===== config.mk =====
export PLATFORM = sky130hd
export DESIGN_NAME = dadda_mac_acc
export DESIGN_NICKNAME = d
export VERILOG_FILES = /design/src/rtl/dadda_mac_acc.sv
export SDC_FILE = /design/constraint.sdc
export NUM_CORES = 1
export LEC_CHECK = 0
export CORE_ASPECT_RATIO = 1.25
export CORE_UTILIZATION = 50
export DETAILED_ROUTE_END_ITERATION = 10
export MAX_ROUTING_LAYER = met4
export PLACE_DENSITY_LB_ADDON = 0.1
export SYNTH_ARGS = -nofsm -noshare
export SYNTH_HDL_FRONTEND = slang
export SYNTH_SLANG_ARGS = --single-unit

===== constraint.sdc =====
create_clock -name clk -period 6.3 [get_ports clk]
set_input_delay 0.63 -clock clk [delete_from_list [all_inputs] [get_ports clk]]
set_output_delay 0.63 -clock clk [all_outputs]
set_load 0.005 [all_outputs]

===== src/rtl/dadda_mac_acc.sv =====
// Dot-product accumulator behind the dadda_8 multiplier: sums LEN unsigned products
// and offers each completed result on a valid/ready port with a sticky wrap flag.
module dadda_mac_acc #(
  parameter int PROD_W = 16,
  parameter int LEN    = 8,
  parameter int ACC_W  = 19
) (
  input  logic              clk,
  input  logic              rst_n,
  input  logic              clr,
  input  logic              prod_valid,
  output logic              prod_ready,
  input  logic [PROD_W-1:0] prod,
  output logic              acc_valid,
  input  logic              acc_ready,
  output logic [ACC_W-1:0]  acc_data,
  output logic              acc_ovf
);

  localparam int CNT_W = (LEN > 1) ? $clog2(LEN) : 1;
  localparam logic [CNT_W-1:0] LAST_CNT = CNT_W'(LEN - 1);

  typedef enum logic [1:0] {IDLE, ACCUM, HOLD} state_t;

  state_t             r_state;
  state_t             w_state_next;
  logic [ACC_W-1:0]   r_acc;
  logic [CNT_W-1:0]   r_cnt;
  logic               r_wrap;
  logic [ACC_W-1:0]   r_acc_data;
  logic               r_acc_ovf;
  logic               r_acc_valid;

  logic               w_beat;
  logic               w_last;
  logic [ACC_W:0]     w_sum;

  assign prod_ready = (r_state != HOLD);
  assign w_beat     = prod_valid & prod_ready;
  assign w_last     = (r_cnt == LAST_CNT);
  // One extra bit so the carry out of this beat is visible for the wrap flag.
  assign w_sum      = {1'b0, r_acc} + {{(ACC_W + 1 - PROD_W){1'b0}}, prod};

  assign acc_valid  = r_acc_valid;
  assign acc_data   = r_acc_data;
  assign acc_ovf    = r_acc_ovf;

  always_ff @(posedge clk or negedge rst_n) begin
    if (!rst_n) begin
      r_state <= IDLE;
    end else begin
      r_state <= w_state_next;
    end
  end

  always_comb begin
    w_state_next = r_state;
    case (r_state)
      IDLE, ACCUM: begin
        if (clr) begin
          w_state_next = IDLE;
        end else if (w_beat) begin
          w_state_next = w_last ? HOLD : ACCUM;
        end
      end
      HOLD: begin
        if (acc_ready) begin
          w_state_next = IDLE;
        end
      end
      default: w_state_next = IDLE;
    endcase
  end

  always_ff @(posedge clk or negedge rst_n) begin
    if (!rst_n) begin
      r_acc       <= '0;
      r_cnt       <= '0;
      r_wrap      <= 1'b0;
      r_acc_data  <= '0;
      r_acc_ovf   <= 1'b0;
      r_acc_valid <= 1'b0;
    end else if (r_state != HOLD) begin
      // A clear wins over a simultaneous beat; that product is dropped.
      if (clr) begin
        r_acc  <= '0;
        r_cnt  <= '0;
        r_wrap <= 1'b0;
      end else if (w_beat) begin
        if (w_last) begin
          r_acc_data  <= w_sum[ACC_W-1:0];
          r_acc_ovf   <= r_wrap | w_sum[ACC_W];
          r_acc_valid <= 1'b1;
          r_acc       <= '0;
          r_cnt       <= '0;
          r_wrap      <= 1'b0;
        end else begin
          r_acc  <= w_sum[ACC_W-1:0];
          r_cnt  <= r_cnt + CNT_W'(1);
          r_wrap <= r_wrap | w_sum[ACC_W];
        end
      end
    end else if (acc_ready) begin
      r_acc_valid <= 1'b0;
    end
  end

endmodule


==> impl_metrics.ini <==
[sta]
fmax_mhz = 374
hold_violations = 0
relSlewSlack_pct = 31.7
fin_tns_setup_ps = 0
period_share_pct = 42.4
finClkSkew_ps = 6.96
rsz0062_at_grt = false
tightest_slew_ps = 1020
slew_violations = 0
finalSetupViolations = 0
fin_crit_ps = 2670

[clocking]
clock_latency_ps = 310
cts_buffers = 5
tritoncts = built
postCtsHoldBufs = 0
ctsResizeCount = 0
cts_root_buf = clkbuf_8
clockBufferDepth = 2
cts_setup_buffers = 0
htreeDepth = 2
cts_num_sinks = 46
clk_pin_slew_ps = 80

[grt]
gr-total-overflow = 0
grt_pass1_wl_um = 11000
grt_pass1_vias = 2349
antenna_found_initial = 0
gr-usage-all-layers_pct = 23.8
grt_max_degree = 47

[yosys]
synth_ff_type = dfrtp_1
ys_warn_count = 0
synth-async-reset-ratio_pct = 100
synth.area.top_cells = dfrtp_1, ha_1, nand2_1
synth_edf_count = 0
syn_nets = 326
synth_top_area_cell = dfrtp_1
synthCells = 286
netlist.area_leader.share_pct = 41.0
syn_area_um2 = 2810
synth-seq-cells = 46
avgSynthCellArea_um2 = 9.81
ys_types = 56
seq_area_frac_synth_pct = 41.0

[detailed_routing]
via_per_inst = 5.91
wl_per_cell_um = 15.9
antenna_left = 0
dr_total_vias = 2312
route.detailed.drc = 0
drt_iter0_markers = 121
routed_wl_um = 6230
first_pass_iters = 4

[finish]
synthToLayoutAreaGrowth_pct = 18.7
final_core_util_pct = 61.6
final_cell_mix = dfrtp_1, nand2_1, clkdlybuf4s50_1
fin_nets = 367
final_common_cell = dfrtp_1
antennaDiodeCount = 0
drive_above_1_share_pct = 11.0
n_fill_cell = 501

[critical_path]
critPathLaunchType = input port
crit_arrival_ps = 2880
cp_max_fo = 4
criticalPathCategory = input port to register
required_ps = 6510
endpoint_kind = register

[die]
initial_core_util_pct = 51.9
die-area_um2 = 5920
die_width_um = 69.0
die_h_um = 85.8
core_area_um2 = 5410
num_io_pins = 43
rows = 30

[run]
cap_violations = 0

[placed_design]
portBuffers = 42
finalWeightedCongestion = 0.816
dp_hpwl_um = 4340

[power_and_ir_drop]
p_per_area_nw_per_um2 = 304
total_power_mw = 1.01
cellLeakagePower_nw = 1.54
ir_drop_mv = 0.171

[worst_hold_path]
min_path_type = register to register

[status]
status = finished, final reports clean
==> flip-flops by register name, summed over array words and instances (netlist names) <==
signal     flops
r_wrap         1
acc_data      19
r_acc         19
acc_valid      1
acc_ovf        1
r_state        2
r_cnt          3
==> path summary, 6_finish.rpt <==
| kind | depth (start not counted) | endpoint | slack, ps | start |
|---|---|---|---|---|
| worst max-delay path | 9 | r_acc[8] | 3630 | prod[0] |
| worst min-delay path | 1 | r_state[0] | 480 | r_state[1] |
| worst max register to register | 8 | r_acc[8] | 3960 | r_acc[0] |
| worst min register to register | 1 | r_state[0] | 480 | r_state[1] |
| max in group asynchronous | 1 | r_acc[13] | 5170 | rst_n |
| min in group asynchronous | 1 | acc_data[0] | 500 | rst_n |
==> logic make-up after synthesis <==
group | share of synthesized area (%)
AND/OR/NAND/NOR | 17.3
AO/OA/AOI/OAI | 23.9
flip-flops | 41.0
adder cells (fa/ha/maj) | 8.74
buffers and inverters | 3.79
multiplexers | 3.08
XOR/XNOR | 2.18
==> worst max-delay path, stage by stage <==
cell,delay [ps]
clkdlybuf4s50_1,400
ha_1,250
fa_1,420
a21oi_1,180
nand4b_4,200
a21boi_0,150
o21a_1,210
o21a_1,180
o31ai_1,250
==> layout make-up <==
| cell class | instances | area (um^2) | area share (%) |
|---|---|---|---|
| Multi-Input combinational cell | 222 | 1550 | 46.6 |
| Inverter | 6 | 22.5 | 0.676 |
| Sequential cell | 46 | 1150 | 34.5 |
| Clock buffer | 5 | 68.8 | 2.07 |
| Tap cell | 64 | 80.1 | 2.40 |
| Clock inverter | 2 | 10.0 | 0.300 |
| Timing Repair Buffer | 46 | 445 | 13.4 |
==> cells in the mapped netlist, types with 2 or more instances <==
| cell type | n |
|---|---|
| dfrtp_1 | 46 |
| clkbuf_8 | 3 |
| o21ai_0 | 14 |
| clkbuf_1 | 4 |
| xor2_1 | 3 |
| mux2i_1 | 3 |
| o31ai_1 | 8 |
| a211o_1 | 3 |
| nand2_1 | 41 |
| and2_1 | 3 |
| buf_2 | 3 |
| nand3_1 | 8 |
| a21oi_1 | 19 |
| mux2_2 | 5 |
| o21a_1 | 5 |
| o22ai_1 | 3 |
| nor3_1 | 4 |
| nand4_1 | 4 |
| nor2_1 | 17 |
| a31oi_1 | 3 |
| inv_1 | 6 |
| a21o_1 | 5 |
| a22o_1 | 14 |
| and3_2 | 3 |
| xnor2_1 | 4 |
| ha_1 | 18 |
| o21ai_1 | 3 |
| and3_1 | 4 |
| nand4b_1 | 2 |
| or2_2 | 2 |
==> where the power goes <==
group          total, mW  internal (mW)  switching (mW)  leakage (nW)
Clock              0.176         0.0747           0.101        0.0438
Sequential         0.374          0.344          0.0309         0.621
Combinational      0.462          0.200           0.262         0.876
==> metrics by stage <==
stage          hold slack (ps)  cell area (um^2)  cells  setup slack (ps)
2_1_floorplan              334              2810    286              3930
3_3_place_gp               455              3250    384              3350
3_5_place_dp               470              3250    384              3340
4_1_cts                    489              3330    391              3660
5_1_grt                    506              3330    391              3460
6_report                   482              3330    391              3630
==> metal layers <==
metal  vias up  wire (um)  part of all wire (%)  track usage (%)
li1       1137          -                     -                -
met1      1114       2900                    47             29.4
met2        55       2970                    48             40.3
met3         6        289                   4.6             4.00
met4         0         70                   1.1             6.49
met5         -          0                     0                -
(Power assumes the default switching activity.)
